## src/rtl/node_info_pkg.sv

```systemverilog
// Shared packet-type codes and clustering FSM encodings for the node
// information block and its neighbours in the packet path.
`timescale 1ns/1ps
package node_info_pkg;

    // Packet-type codes as delivered by the packet-field decoder
    localparam logic [2:0] PKT_HB   = 3'b000;
    localparam logic [2:0] PKT_CHE  = 3'b001;
    localparam logic [2:0] PKT_TS   = 3'b100;
    localparam logic [2:0] PKT_DATA = 3'b101;
    localparam logic [2:0] PKT_SOS  = 3'b110;

    // Clustering FSM states; the numeric values are visible on the debug port
    typedef enum logic [1:0] {
        ST_IDLE      = 2'd0,
        ST_WAIT_CHE  = 2'd1,
        ST_STEADY    = 2'd2,
        ST_RECLUSTER = 2'd3
    } state_e;

endpackage

```

## src/rtl/node_info_ctrl_low_e_hyst.sv

```systemverilog
// Low-energy comparator with hysteresis. The flag sets below the threshold
// and only clears once the reading climbs past threshold + HYST; that upper
// bound saturates at all-ones so a threshold near full scale cannot wrap.
`timescale 1ns/1ps
module low_e_hyst #(
    parameter int                WORD_W = 16,
    parameter logic [WORD_W-1:0] HYST   = 16'd8
) (
    input  logic [WORD_W-1:0] energy_i,
    input  logic [WORD_W-1:0] threshold_i,
    input  logic              low_e_i,
    output logic              low_e_o
);

    // Add one bit wider, then clamp to all-ones on carry out
    function automatic logic [WORD_W-1:0] sat_add(input logic [WORD_W-1:0] a,
                                                  input logic [WORD_W-1:0] b);
        logic [WORD_W:0] sum;
        sum = {1'b0, a} + {1'b0, b};
        if (sum[WORD_W]) begin
            sat_add = {WORD_W{1'b1}};
        end else begin
            sat_add = sum[WORD_W-1:0];
        end
    endfunction

    logic [WORD_W-1:0] clear_lvl_s;

    // Next flag value: set below threshold, clear at or above the hysteresis level, else hold
    always_comb begin
        clear_lvl_s = sat_add(threshold_i, HYST);
        if (energy_i < threshold_i) begin
            low_e_o = 1'b1;
        end else if (energy_i >= clear_lvl_s) begin
            low_e_o = 1'b0;
        end else begin
            low_e_o = low_e_i;
        end
    end

endmodule

```

## src/rtl/node_info_ctrl.sv

```systemverilog
// Per-node clustering state: latched HB energy fields and hop count, TDMA
// slot, Q-value and role, sequenced by a four-state clustering FSM with a
// cluster-head-election timeout and a hysteretic low-energy flag.
`timescale 1ns/1ps
module node_info_ctrl
    import node_info_pkg::*;
#(
    parameter int                WORD_W      = 16,
    parameter logic [WORD_W-1:0] NODE_ID     = 16'h000C,
    parameter int                CHE_TIMEOUT = 1024,
    parameter logic [WORD_W-1:0] LOW_E_HYST  = 16'd8
) (
    input  logic              clk,
    input  logic              nrst,
    input  logic              en_MNI,
    input  logic [2:0]        fPktType,
    input  logic [WORD_W-1:0] e_max,
    input  logic [WORD_W-1:0] e_min,
    input  logic [WORD_W-1:0] e_threshold,
    input  logic [WORD_W-1:0] hops,
    input  logic [WORD_W-1:0] ch_ID,
    input  logic [WORD_W-1:0] timeslot,
    input  logic [WORD_W-1:0] energy,
    input  logic              q_valid,
    input  logic [WORD_W-1:0] q_in,
    output logic [WORD_W-1:0] myNodeID,
    output logic [WORD_W-1:0] hopsFromSink,
    output logic [WORD_W-1:0] myQValue,
    output logic [WORD_W-1:0] myTimeslot,
    output logic [WORD_W-1:0] eMax,
    output logic [WORD_W-1:0] eMin,
    output logic [WORD_W-1:0] eThreshold,
    output logic              role,
    output logic              low_E,
    output logic              hbLock,
    output logic [1:0]        state
);

    // A zero timeout disables expiry; the counter then keeps a 1-bit minimum width
    localparam int               CNT_W    = (CHE_TIMEOUT > 0) ? $clog2(CHE_TIMEOUT + 1) : 1;
    localparam int               LAST_I   = (CHE_TIMEOUT > 0) ? (CHE_TIMEOUT - 1) : 0;
    localparam int               ONE_I    = 1;
    localparam logic [CNT_W-1:0] CNT_LAST = LAST_I[CNT_W-1:0];
    localparam logic [CNT_W-1:0] CNT_ONE  = ONE_I[CNT_W-1:0];
    localparam logic [CNT_W-1:0] CNT_ZERO = '0;
    localparam logic             TO_EN    = (CHE_TIMEOUT > 0) ? 1'b1 : 1'b0;

    state_e            state_q, state_d;
    logic [CNT_W-1:0]  cnt_q, cnt_d;
    logic              role_q, role_d;
    logic [WORD_W-1:0] hops_q, hops_d;
    logic [WORD_W-1:0] emax_q, emax_d;
    logic [WORD_W-1:0] emin_q, emin_d;
    logic [WORD_W-1:0] ethr_q, ethr_d;
    logic [WORD_W-1:0] ts_q, ts_d;
    logic [WORD_W-1:0] qv_q, qv_d;
    logic              lowe_q, lowe_d;
    logic              hblock_q, hblock_d;

    logic pkt_hb_s, pkt_che_s, pkt_ts_s, pkt_data_s, pkt_sos_s;
    logic timeout_hit_s;

    low_e_hyst #(
        .WORD_W (WORD_W),
        .HYST   (LOW_E_HYST)
    ) u_low_e_hyst (
        .energy_i    (energy),
        .threshold_i (ethr_q),
        .low_e_i     (lowe_q),
        .low_e_o     (lowe_d)
    );

    // Decode the packet strobe; reserved codes match nothing and fall through
    always_comb begin
        pkt_hb_s      = en_MNI && (fPktType == PKT_HB);
        pkt_che_s     = en_MNI && (fPktType == PKT_CHE);
        pkt_ts_s      = en_MNI && (fPktType == PKT_TS);
        pkt_data_s    = en_MNI && (fPktType == PKT_DATA);
        pkt_sos_s     = en_MNI && (fPktType == PKT_SOS);
        timeout_hit_s = TO_EN && (cnt_q == CNT_LAST);
    end

    // Next-state and field-latch logic for the clustering FSM
    always_comb begin
        state_d = state_q;
        role_d  = role_q;
        hops_d  = hops_q;
        emax_d  = emax_q;
        emin_d  = emin_q;
        ethr_d  = ethr_q;
        ts_d    = ts_q;

        case (state_q)
            ST_IDLE: begin
                if (pkt_hb_s) begin
                    hops_d  = hops;
                    emax_d  = e_max;
                    emin_d  = e_min;
                    ethr_d  = e_threshold;
                    state_d = ST_WAIT_CHE;
                end else begin
                    state_d = ST_IDLE;
                end
            end
            ST_WAIT_CHE: begin
                // A CHE naming this node promotes it; a CHE alone never leaves the state
                if (pkt_che_s && (ch_ID == NODE_ID)) begin
                    role_d = 1'b1;
                end else begin
                    role_d = role_q;
                end
                // Exiting packets take priority over an expiring timeout
                if (pkt_ts_s) begin
                    ts_d    = timeslot;
                    state_d = ST_STEADY;
                end else if (pkt_data_s) begin
                    state_d = ST_STEADY;
                end else if (pkt_sos_s) begin
                    state_d = ST_RECLUSTER;
                end else if (timeout_hit_s) begin
                    state_d = ST_IDLE;
                end else begin
                    state_d = ST_WAIT_CHE;
                end
            end
            ST_STEADY: begin
                if (pkt_ts_s) begin
                    ts_d    = timeslot;
                    state_d = ST_STEADY;
                end else if (pkt_sos_s) begin
                    state_d = ST_RECLUSTER;
                end else begin
                    state_d = ST_STEADY;
                end
            end
            ST_RECLUSTER: begin
                if (pkt_hb_s) begin
                    role_d  = 1'b0;
                    hops_d  = hops;
                    emax_d  = e_max;
                    emin_d  = e_min;
                    ethr_d  = e_threshold;
                    state_d = ST_WAIT_CHE;
                end else begin
                    state_d = ST_RECLUSTER;
                end
            end
            default: begin
                state_d = ST_IDLE;
            end
        endcase
    end

    // Timeout counter, Q-value load and lock flag; counter restarts on any state change
    always_comb begin
        if (state_d != state_q) begin
            cnt_d = CNT_ZERO;
        end else if ((state_q == ST_WAIT_CHE) && TO_EN) begin
            cnt_d = cnt_q + CNT_ONE;
        end else begin
            cnt_d = CNT_ZERO;
        end

        if (q_valid) begin
            qv_d = q_in;
        end else begin
            qv_d = qv_q;
        end

        hblock_d = (state_d == ST_WAIT_CHE) || (state_d == ST_STEADY);
    end

    // State register bank; reset clears every field so no partial latch survives
    always_ff @(posedge clk or negedge nrst) begin
        if (!nrst) begin
            state_q  <= ST_IDLE;
            cnt_q    <= CNT_ZERO;
            role_q   <= 1'b0;
            hops_q   <= '0;
            emax_q   <= '0;
            emin_q   <= '0;
            ethr_q   <= '0;
            ts_q     <= '0;
            qv_q     <= '0;
            lowe_q   <= 1'b0;
            hblock_q <= 1'b0;
        end else begin
            state_q  <= state_d;
            cnt_q    <= cnt_d;
            role_q   <= role_d;
            hops_q   <= hops_d;
            emax_q   <= emax_d;
            emin_q   <= emin_d;
            ethr_q   <= ethr_d;
            ts_q     <= ts_d;
            qv_q     <= qv_d;
            lowe_q   <= lowe_d;
            hblock_q <= hblock_d;
        end
    end

    assign myNodeID     = NODE_ID;
    assign hopsFromSink = hops_q;
    assign myQValue     = qv_q;
    assign myTimeslot   = ts_q;
    assign eMax         = emax_q;
    assign eMin         = emin_q;
    assign eThreshold   = ethr_q;
    assign role         = role_q;
    assign low_E        = lowe_q;
    assign hbLock       = hblock_q;
    assign state        = state_q;

endmodule

```

## config.mk

```make
export PLATFORM = sky130hd
export DESIGN_NAME = node_info_ctrl
export DESIGN_NICKNAME = d
export VERILOG_FILES = /design/src/rtl/node_info_pkg.sv /design/src/rtl/node_info_ctrl_low_e_hyst.sv /design/src/rtl/node_info_ctrl.sv
export SDC_FILE = /design/constraint.sdc
export NUM_CORES = 1
export LEC_CHECK = 0
export BUFFER_PORTS_ARGS = -buffer_cell sky130_fd_sc_hd__buf_4
export CORE_MARGIN = 2
export CORE_UTILIZATION = 48
export CTS_CLUSTER_SIZE = 10
export DETAILED_ROUTE_END_ITERATION = 8
export PLACE_DENSITY = 0.81
export SYNTH_ARGS = -nofsm -noshare
export SYNTH_HDL_FRONTEND = slang
export SYNTH_SLANG_ARGS = --single-unit
```

## constraint.sdc

```tcl
create_clock -name clk -period 3.6 [get_ports clk]
set_input_delay 1.08 -clock clk [delete_from_list [all_inputs] [get_ports clk]]
set_output_delay 1.08 -clock clk [all_outputs]
set_load 0.01 [all_outputs]
```

==> run metrics <==
measured slew at the worst slew-check pin 0.7941 ns; Setup violations, final 0; Starting DRT DRC Count 163; Setup WS post-layout 0.8249 ns; dpl cells 837; max-cap viol count 0; Multi-input gate area 0.002601 mm²; HPWL Detailed 11060 µm; Worst Hold Class reg -> reg; skew final 0.003376 ns; drt drc 0; final wirelength 14030 µm; dpl cell area 0.007491 mm²; Synth Flop Type dfrtp_1; post-synth top area share 49.66%; initial antenna violation count 0; biggest area consumer among synthesized cells dfrtp_1; DR vias 4467; Final Slew Violations 0; die area 0.01264 mm²; TNS Setup 0 ns; number of synthesized register bits 112; vias in the first global route 4753; RSZ-0062 raised after global routing no; Sink Count 112; CTS max path bufs 2; largest net degree at the start of global routing 64; num rows 39; Max-slew headroom 47.06%; critical path launch point type register; WS Path Type reg -> reg; worst-path maximum fanout 13; core area 0.01147 mm²; Distinct cells, synth 62; CTS tree done; register area share after synthesis 49.66%; EDFF count, synth 0; Peak VDD IR 0.3998 mV; number of setup buffers added after CTS 0; arrival time worst endpoint 3.04 ns; Final Hold Vio Count 0; Mapped Cells 468; Vert. Die Dim 112.4 µm; CP Data Required Time 3.87 ns; layout cells sized above 1 40.90%; hold slack 0.4857 ns; minimum clock period 2.775 ns; Power Dens Cells 670.7 mW/mm²; DR WL/cell 16.46 µm; status finished, final reports clean; Setup WS pre-CTS 0.6536 ns; top-count cell post-synth dfrtp_1; ANT nets after route 0; synthesized area per cell 12.06 µm²; initial cell density of the core 49.22%; number of diodes 0; Via density 5.243; final instance area 0.007779 mm²; fmax 0.3604 GHz; Ys Warns 0; global-route wire length before repair 22960 µm; Layout Cells excl Fill 852; leakage 3.814 nW; Die X 112.4 µm; area delta synth->final 37.82%; Tcrit/Tclk final 77.09%; port buffer count 235; Remaining Overflow, GRT 0; cts repair resizes 0; GPL Wtd Cong 0.8957; most frequent cells after synthesis 112 x dfrtp_1, 71 x mux2_1, 37 x ha_1; post-synthesis async set-or-reset flop share 100.0%; Fill cells 857; FF/Latch Area 0.002803 mm²; root buffer selected by CTS clkbuf_16; later-pin clock latency in the skew report 0.35 ns; global-route usage over all layers 22.79%; clock slew at reported path FFs 0.07 ns; Synth area leaders dfrtp_1 50%, mux2_1 14%, ha_1 8.2%; DRT Pass-1 Iters 5; H-tree depth 3; Nets 877; number of I/O pins 252; Inserted Clock Buffers 9; nature of the critical path endpoint register; number of hold buffers added after cts 0; Mapped Area 0.005644 mm²
-- final cells by class --
cell class	instances	share of cell area [%]
flip-flops and latches	112	36.03
multi-input cells	319	33.44
repair buffers	242	23.52
clock buffers	11	2.992
well taps	143	2.300
inverters	21	1.013
clock inverters	4	0.7077
-- routing by layer --
layer / GRT usage, % / share of wire, %
met1: 26.60 / 39
met2: 38.92 / 50
met4: 10.00 / 2.7
met3: 6.965 / 8.7
met5: 0 / 0
-- metrics by stage --
| stage | total power [mW] | util (%) |
|---|---|---|
| 2_1_floorplan | 3.114 | - |
| 3_3_place_gp | 4.157 | 65.32 |
| 3_5_place_dp | 4.251 | 65.32 |
| 4_1_cts | 5.262 | 67.83 |
| 5_1_grt | 5.562 | 67.83 |
| 6_report | 5.217 | 67.83 |
-- cells in the final DEF (no fill, tap or decap), types with 2 or more instances in the layout --
cell type  instances
buf_4            241
dfrtp_1          112
mux2_1            71
ha_1              37
nand2_1           26
nor2_1            25
o21ai_1           18
conb_1            16
inv_1             15
xnor2_1           11
mux2_2            10
nand4_1            9
nand3_1            9
nor3_2             9
clkbuf_16          9
a21oi_1            8
inv_2              6
o21ai_0            6
xor2_1             6
nor4_1             4
nor3_1             4
and3_1             3
a21o_1             3
nand3b_1           2
o21a_1             2
nand2b_1           2
o2bb2ai_1          2
nor2b_1            2
a31oi_1            2
mux2i_1            2
a211oi_1           2
clkbuf_1           2
-- worst max-delay path: stages, from the launching register on --
cell	delay, ns
dfrtp_1	0.45
and3_1	0.23
nand3_1	0.23
nor3_1	0.25
buf_4	0.22
nor2_1	0.07
ha_1	0.31
a21oi_1	0.16
o21ai_1	0.08
a2111oi_0	0.37
a221oi_1	0.17
o22ai_1	0.15
-- sequential cells by signal (all words and copies together), names as in the netlist --
name          flops
eMax             16
eMin             16
eThreshold       16
hopsFromSink     16
myQValue         16
myTimeslot       16
cnt_q            11
state             2
hbLock            1
low_E             1
role              1
-- cell families after synthesis --
logic type / Yosys count / share of synthesized area (%)
buffers and inverters: 51 / 5.187
adders and majority gates: 37 / 8.202
AOI/OAI and AO/OA: 56 / 6.340
other: 2 / 0.1331
muxes: 83 / 16.52
and+or+nand+nor: 109 / 11.04
xor gates and xnor gates: 18 / 2.926
DFF: 112 / 49.66
-- report_power, final --
group	internal, mW	total (mW)	switching [mW]
sequential	1.71	2.01	0.303
combinational	1.17	2.21	1.04
clock	0.541	0.996	0.455
total	3.42	5.22	1.80
-- path summary, 6_finish.rpt --
check	from	endpoint	slack [ns]	cells past startpoint
worst max-delay path	eThreshold[5]	low_E	0.82	11
worst min-delay path	eMin[7]	eMin[7]	0.49	1
worst max register to register	eThreshold[5]	low_E	0.82	11
worst min register to register	eMin[7]	eMin[7]	0.49	1
max in group asynchronous	nrst	eMax[11]	1.87	2
min in group asynchronous	nrst	myTimeslot[14]	0.80	1
Power figures use the tool's default switching activity.
